===== src/rtl/calculator_ctrl.sv =====
// calculator_ctrl: BCD calculator front-end FSM; optional ALU wait timeout via CALC_CTRL_TIMEOUT_EN
module calculator_ctrl #(
    parameter int unsigned TIMEOUT_CYCLES = 1024
) (
    input  logic        clk,
    input  logic        reset,
    input  logic        button_clr,
    input  logic        button_ent,
    input  logic        slider_1,
    input  logic        slider_2,
    input  logic        slider_3,
    input  logic        slider_4,
    input  logic        slider_arith,
    input  logic        alu_done,
    input  logic [15:0] alu_result,
    input  logic        alu_neg,
    input  logic        alu_ovf,
    output logic [15:0] operand_a,
    output logic [15:0] operand_b,
    output logic        op_sub,
    output logic        alu_start,
    output logic [15:0] disp_bcd,
    output logic        disp_neg,
    output logic        disp_err,
    output logic [2:0]  state_o
);
    localparam logic [2:0] ENTER_A = 3'd0;
    localparam logic [2:0] ENTER_B = 3'd1;
    localparam logic [2:0] START   = 3'd2;
    localparam logic [2:0] WAIT    = 3'd3;
    localparam logic [2:0] RESULT  = 3'd4;
    localparam logic [2:0] ERROR   = 3'd5;
    logic [2:0]  state_q, state_d;
    logic [15:0] operand_a_q, operand_a_d, operand_b_q, operand_b_d, res_q, res_d;
    logic        op_sub_q, op_sub_d, neg_q, neg_d;
    logic [5:0]  prev_q, prev_d, btn, rise;
    logic        tmo;
    assign btn  = {slider_4, slider_3, slider_2, slider_1, button_ent, button_clr};
    assign rise = btn & ~prev_q;
    // a timeout shorter than two cycles cannot be expressed by the WAIT counter
    if (TIMEOUT_CYCLES < 2) begin : g_timeout_cycles_too_small
    end
`ifdef CALC_CTRL_TIMEOUT_EN
    localparam int CW = $clog2(TIMEOUT_CYCLES);
    logic [CW-1:0] cnt_q, cnt_d;
    assign tmo = cnt_q == CW'(TIMEOUT_CYCLES - 1);
    // counter restarts from zero on every WAIT entry and runs only while waiting
    always_comb cnt_d = (state_q == WAIT) ? cnt_q + CW'(1) : '0;
    // timeout counter register
    always_ff @(posedge clk)
        cnt_q <= reset ? '0 : cnt_d;
`else
    assign tmo = 1'b0;
`endif
    function automatic logic [15:0] bump(input logic [15:0] v, input logic [3:0] e);
        logic [15:0] r;
        r = v;
        for (int i = 0; i < 4; i++)
            if (e[i]) r[4*i +: 4] = (v[4*i +: 4] >= 4'd9) ? 4'd0 : v[4*i +: 4] + 4'd1;
        return r;
    endfunction
    // next-state and datapath: clear edge overrides everything else
    always_comb begin
        prev_d      = btn;
        state_d     = state_q;
        operand_a_d = operand_a_q;
        operand_b_d = operand_b_q;
        op_sub_d    = op_sub_q;
        res_d       = res_q;
        neg_d       = neg_q;
        if (rise[0]) begin
            state_d     = ENTER_A;
            operand_a_d = '0;
            operand_b_d = '0;
            op_sub_d    = 1'b0;
            res_d       = '0;
            neg_d       = 1'b0;
        end else begin
            case (state_q)
                ENTER_A: begin
                    operand_a_d = bump(operand_a_q, rise[5:2]);
                    if (rise[1]) begin
                        operand_b_d = '0;
                        state_d     = ENTER_B;
                    end
                end
                ENTER_B: begin
                    operand_b_d = bump(operand_b_q, rise[5:2]);
                    if (rise[1]) begin
                        op_sub_d = slider_arith;
                        state_d  = START;
                    end
                end
                START: state_d = WAIT;
                WAIT: begin
                    if (alu_done) begin
                        res_d   = alu_result;
                        neg_d   = alu_neg;
                        state_d = alu_ovf ? ERROR : RESULT;
                    end else if (tmo) begin
                        state_d = ERROR;
                    end
                end
                RESULT: begin
                    if (rise[1]) begin
                        operand_a_d = neg_q ? '0 : res_q;
                        operand_b_d = neg_q ? operand_b_q : '0;
                        state_d     = neg_q ? ENTER_A : ENTER_B;
                    end
                end
                ERROR: state_d = ERROR;
                default: state_d = ENTER_A;
            endcase
        end
    end
    // state registers; edge detectors track input levels even during reset
    always_ff @(posedge clk) begin
        prev_q <= prev_d;
        if (reset) begin
            state_q     <= ENTER_A;
            operand_a_q <= '0;
            operand_b_q <= '0;
            op_sub_q    <= 1'b0;
            res_q       <= '0;
            neg_q       <= 1'b0;
        end else begin
            state_q     <= state_d;
            operand_a_q <= operand_a_d;
            operand_b_q <= operand_b_d;
            op_sub_q    <= op_sub_d;
            res_q       <= res_d;
            neg_q       <= neg_d;
        end
    end
    assign operand_a = operand_a_q;
    assign operand_b = operand_b_q;
    assign op_sub    = op_sub_q;
    assign alu_start = state_q == START;
    assign state_o   = state_q;
    assign disp_neg  = (state_q == RESULT) && neg_q;
    assign disp_err  = state_q == ERROR;
    assign disp_bcd  = (state_q == ENTER_A) ? operand_a_q :
                       (state_q == ENTER_B || state_q == START || state_q == WAIT) ? operand_b_q :
                       (state_q == RESULT) ? res_q : '0;
endmodule


===== config.mk =====
export PLATFORM = sky130hd
export DESIGN_NAME = calculator_ctrl
export DESIGN_NICKNAME = d
export VERILOG_FILES = /design/src/rtl/calculator_ctrl.sv
export SDC_FILE = /design/constraint.sdc
export NUM_CORES = 1
export LEC_CHECK = 0
export BUFFER_PORTS_ARGS = -buffer_cell sky130_fd_sc_hd__buf_2
export CAP_MARGIN = 40
export CORE_UTILIZATION = 50
export DETAILED_ROUTE_END_ITERATION = 8
export GPL_ROUTABILITY_DRIVEN = 1
export PLACE_DENSITY = 0.71
export SYNTH_ARGS = -nofsm -noshare
export SYNTH_HDL_FRONTEND = slang
export SYNTH_SLANG_ARGS = --single-unit

===== constraint.sdc =====
create_clock -name clk -period 3.2 [get_ports clk]
set_input_delay 0.8 -clock clk [delete_from_list [all_inputs] [get_ports clk]]
set_output_delay 0.8 -clock clk [all_outputs]
set_load 0.01 [all_outputs]

Yosys cells after proc, flatten, opt, wreduce, memory -nomap -nowiden
Index checks and enable logic that the tools add are counted.

Add/subtract/negate cells: 8. Order comparisons: 8. Eq/ne operators: 18. Multiplexer cells: 33. Bitwise operators: 2. Reduce and logical (&&, ||, !) cells: 18.

Operator list (count): 16-bit two-way mux (8); 4-bit two-way mux (16); 16-bit one-hot mux with 3 select lines (1); 4-bit by 1-bit adder with 4-bit output (second input constant) (8); 4-bit greater-or-equal comparator (second input constant) (8); 16-bit one-hot mux with 2 select lines (1); 2-bit != test (second input constant) (13); 5-bit AND reduction (4); 3-bit one-hot mux with 6 select lines (1); 3-bit two-way mux (4); 3-bit AND reduction (4); 6-bit AND (1); 3-bit by 2-bit equality test with 1-bit output (second input constant) (2); 3-bit equality test (second input constant) (2); 6-bit NOT (1); 2-bit AND reduction (2); 4-bit AND reduction (1); 3-bit by 1-bit equality test with 1-bit output (second input constant) (1); 3-bit logical NOT (1); 3-bit nonzero test (1); 1-bit logical OR (2); 1-bit two-way mux (2); 2-bit nonzero test (1); 2-bit OR reduction (1); 1-bit logical AND (1).

Register bits: 59. Output and inout bits: 55. Logic and storage cells: 100.

Longest topological paths before layout
Depth after elaboration: 5. Depth in mapped cells: 7.

Worst setup path after synthesis
Ideal clock, no wire load.

Path kind: reg2out. Start point: register state_q[0] (netlist: state_o[0]). End point: output port disp_bcd[4]. Arrival: 1416 ps. Path slack: 984 ps. Cell stages (with the launch flop): 7. Buffers on the path: 3. Cell sequence: dfxtp_1 -> buf_6 -> nor2_1 -> buf_2 -> buf_4 -> mux2i_1 -> o21ai_0.

Word-level cells in the longest chain between the ends: 5. Elaborated cells on any way between the ends: 10. Those cells by class: 4 x eq/ne; 3 x mux; 3 x reduce/logical.

Ends and longest elaborated chain: start: declaration (line 33) `logic [2:0] state_q, state_d;`; start signal: assignment (line 127) `state_q <= state_d;`; 3-bit by 1-bit equality test with 1-bit output / 3-bit by 2-bit equality test with 1-bit output (equally long branches) (line 143) `(state_q == ENTER_B || state_q == START || state_q == WAIT) ? operand_b_q :`; 1-bit logical OR (2 in a row) (line 143); 16-bit two-way mux (line 143); 16-bit two-way mux * (line 142) `assign disp_bcd = (state_q == ENTER_A) ? operand_a_q :`; end: declaration (line 22) `output logic [15:0] disp_bcd,`.

Every way passes the cells marked *; elsewhere a longest branch is shown, timed or not.

Worst setup path after layout
Start point: register state_q[1] (netlist: state_o[1]). End point: output port disp_bcd[1].

The elaborated chain is that of the path after synthesis.

==> impl_metrics.env <==
export IMPL_status="completed"
export IMPL_finalCritPeriodShare=0.886
export IMPL_syn_num_nets=486
export IMPL_async_reset_ff_frac=0
export IMPL_h_tree_depth=3
export IMPL_worst_ep_required_time_ns=2.40
export IMPL_fmax_mhz=353
export IMPL_syn_cell_area_sq_um=3650
export IMPL_path_buf_inv=2
export IMPL_setup_violations=0
export IMPL_synth_ff_type="dfxtp_1"
export IMPL_drive_gt1_frac=0.278
export IMPL_cts_resized=0
export IMPL_cpPeakStageDelay_ns=0.51
export IMPL_synth_ff_latch_count=59
export IMPL_p_leak_nw=1.84
export IMPL_via_count=3507
export IMPL_layout_nets=562
export IMPL_core_area_sq_um=6910
export IMPL_grt_usage=0.269
export IMPL_seq_area_sq_um=1180
export IMPL_num_rows=30
export IMPL_grt_max_degree=34
export IMPL_drt_wl_total_microns=9870
export IMPL_worstSetupEndpointType="primary output"
export IMPL_cap_violations=0
export IMPL_worst_slack_ns=0.366
export IMPL_synth_warnings=0
export IMPL_fin_util=0.628
export IMPL_drtIter0Drc=213
export IMPL_syn_area_per_cell_sq_um=8.41
export IMPL_place_hpwl_microns=7110
export IMPL_slowest_stage="dfxtp_1"
export IMPL_synth_edf_count=0
export IMPL_worst_skew_pair_late_latency_ns=0.34
export IMPL_firstDrtPassIters=4
export IMPL_die_area_sq_um=7640
export IMPL_start_util=0.528
export IMPL_path_clk_slew_ns=0.07
export IMPL_wl_met1_microns=4420
export IMPL_drc=0
export IMPL_cts_setup_buffers=0
export IMPL_viasPerCell=5.75
export IMPL_n_antenna_cell=0
export IMPL_rsz0062_at_grt="false"
export IMPL_power_density_nw_per_um2=377
export IMPL_port_buffers=82
export IMPL_worst_setup_path_start_kind="register"
export IMPL_antenna_left=0
export IMPL_cp_top_family="flip-flops"
export IMPL_ys_seq_area_frac=0.324
export IMPL_relSlewSlack=0.569
export IMPL_wl_met2_microns=4770
export IMPL_root_buffer="clkbuf_8"
export IMPL_critPathKind="register to primary output"
export IMPL_grt_overflow=0
export IMPL_synthesis_instances=434
export IMPL_hold_worst_slack_ns=0.474
export IMPL_gp_congestion=0.854
export IMPL_cts_buffers=9
export IMPL_fill_cells=642
export IMPL_ys_types=47
export IMPL_hold_path_class="register to register"
export IMPL_grt_first_pass_wirelength_microns=15800
export IMPL_crit_arrival_ns=2.03
export IMPL_syn_to_final_growth_pct=19.0
export IMPL_die_width_microns=87.4
export IMPL_die_h_microns=87.4
export IMPL_antenna_found_initial=0
export IMPL_slew_viol_final=0
export IMPL_ir_drop_mv=0.210
export IMPL_routed_wl_met3_microns=465
export IMPL_worst_slew_pin_slew_ns=0.646
export IMPL_finalPower_mw=1.63
export IMPL_grt_pass1_vias=3212
export IMPL_top_layer="met4"
export IMPL_cts_hold_buf=0
export IMPL_period_needed_ns=2.83
export IMPL_worstPathCellList="nor2_4 -> buf_4 -> mux2i_1 -> o21ai_0 -> buf_2"
export IMPL_clockBufferDepth=2
export IMPL_wl_per_cell_microns=16.2
export IMPL_dp_slack_ns=0.739
export IMPL_clock_sinks=59
export IMPL_hold_violations=0
export IMPL_io_pins=83
export IMPL_worstPathMaxFanout=20
export IMPL_tritoncts="done"
export IMPL_clock_skew_ns=0.00779
export IMPL_multi_input_area_sq_um=2230
export IMPL_finalSetupTns_ns=0
tightest hold or removal path: stages (launching register included):
cell     delay [ns]
dfxtp_1        0.32
nand2_1        0.05
a21oi_1        0.05
registers in the layout, indices dropped and copies added (netlist names):
| name | count |
|---|---|
| prev_q | 6 |
| operand_a | 16 |
| neg_q | 1 |
| operand_b | 16 |
| res_q | 16 |
| state_o | 3 |
| op_sub | 1 |
placed cells by master, fill, tap and decap left out, drive strengths merged, types with 12 or more instances in the layout:
cell | synthesis | final
buf | 19 | 92
dfxtp | 59 | 59
nand2 | 42 | 42
a21oi | 39 | 39
nand3 | 36 | 36
o21ai | 34 | 34
inv | 26 | 26
ha | 24 | 24
mux2i | 17 | 17
nor2 | 15 | 15
o211ai | 12 | 12
o31ai | 12 | 12
power breakdown:
| part | switching, mW | total (mW) | internal (mW) |
|---|---|---|---|
| logic | 0.130 | 0.221 | 0.0909 |
| registers | 0.0205 | 0.768 | 0.747 |
| clock network | 0.297 | 0.646 | 0.349 |
cell families (layout without fill, tap and decap cells):
group	Yosys count	in the layout	share of synthesized area
mux	17	17	0.0466
flops	59	59	0.324
fa+ha+maj	24	24	0.0823
compound gates	137	137	0.268
buf+inv	53	133	0.0672
simple gates	144	144	0.212
per-stage QoR:
stage	instances	cell area [sq um]
after global routing	610	4340
after detailed placement	595	4160
after CTS	610	4340
after floorplan	434	3650
final	610	4340
after global placement	594	4130
per-layer routing:
metal / vias up / global-route usage
met3: 20 / 0.0351
met1: 1645 / 0.351
met2: 112 / 0.439
li1: 1730 / -
met5: - / 0
met4: 0 / 0.127
cell type report:
| class | instances | area share |
|---|---|---|
| Multi-Input combinational cell | 322 | 0.514 |
| Sequential cell | 59 | 0.272 |
| Timing Repair Buffer | 92 | 0.122 |
| Clock buffer | 9 | 0.0285 |
| Tap cell | 96 | 0.0277 |
| Inverter | 26 | 0.0225 |
| Clock inverter | 6 | 0.0133 |
worst paths after layout:
kind | slack (ns) | depth (start not counted) | start | end
max reg2reg | 1.30 | 5 | state_o[1]$_SDFFE_PP0P_ | operand_a[8]$_SDFFE_PP0P_
min | 0.47 | 2 | res_q[10]$_SDFFE_PP0P_ | res_q[10]$_SDFFE_PP0P_
min reg2reg | 0.47 | 2 | res_q[10]$_SDFFE_PP0P_ | res_q[10]$_SDFFE_PP0P_
max | 0.37 | 5 | state_o[1]$_SDFFE_PP0P_ | disp_bcd[1]
Yosys cell counts (all sizes together), types with 8 or more instances:
cell type	instances	share of area
mux2i	17	0.047
or3b	10	0.025
a211oi	10	0.025
nand4	8	0.014
a21oi	39	0.066
o21ai	34	0.051
nor3b	9	0.019
ha	24	0.082
nor3	10	0.014
inv	26	0.027
buf	19	0.032
nand2	42	0.043
nand3	36	0.055
dfxtp	59	0.32
nor2	15	0.017
clkbuf	8	0.0082
o31ai	12	0.032
o211ai	12	0.029
(Power assumes the default switching activity.)
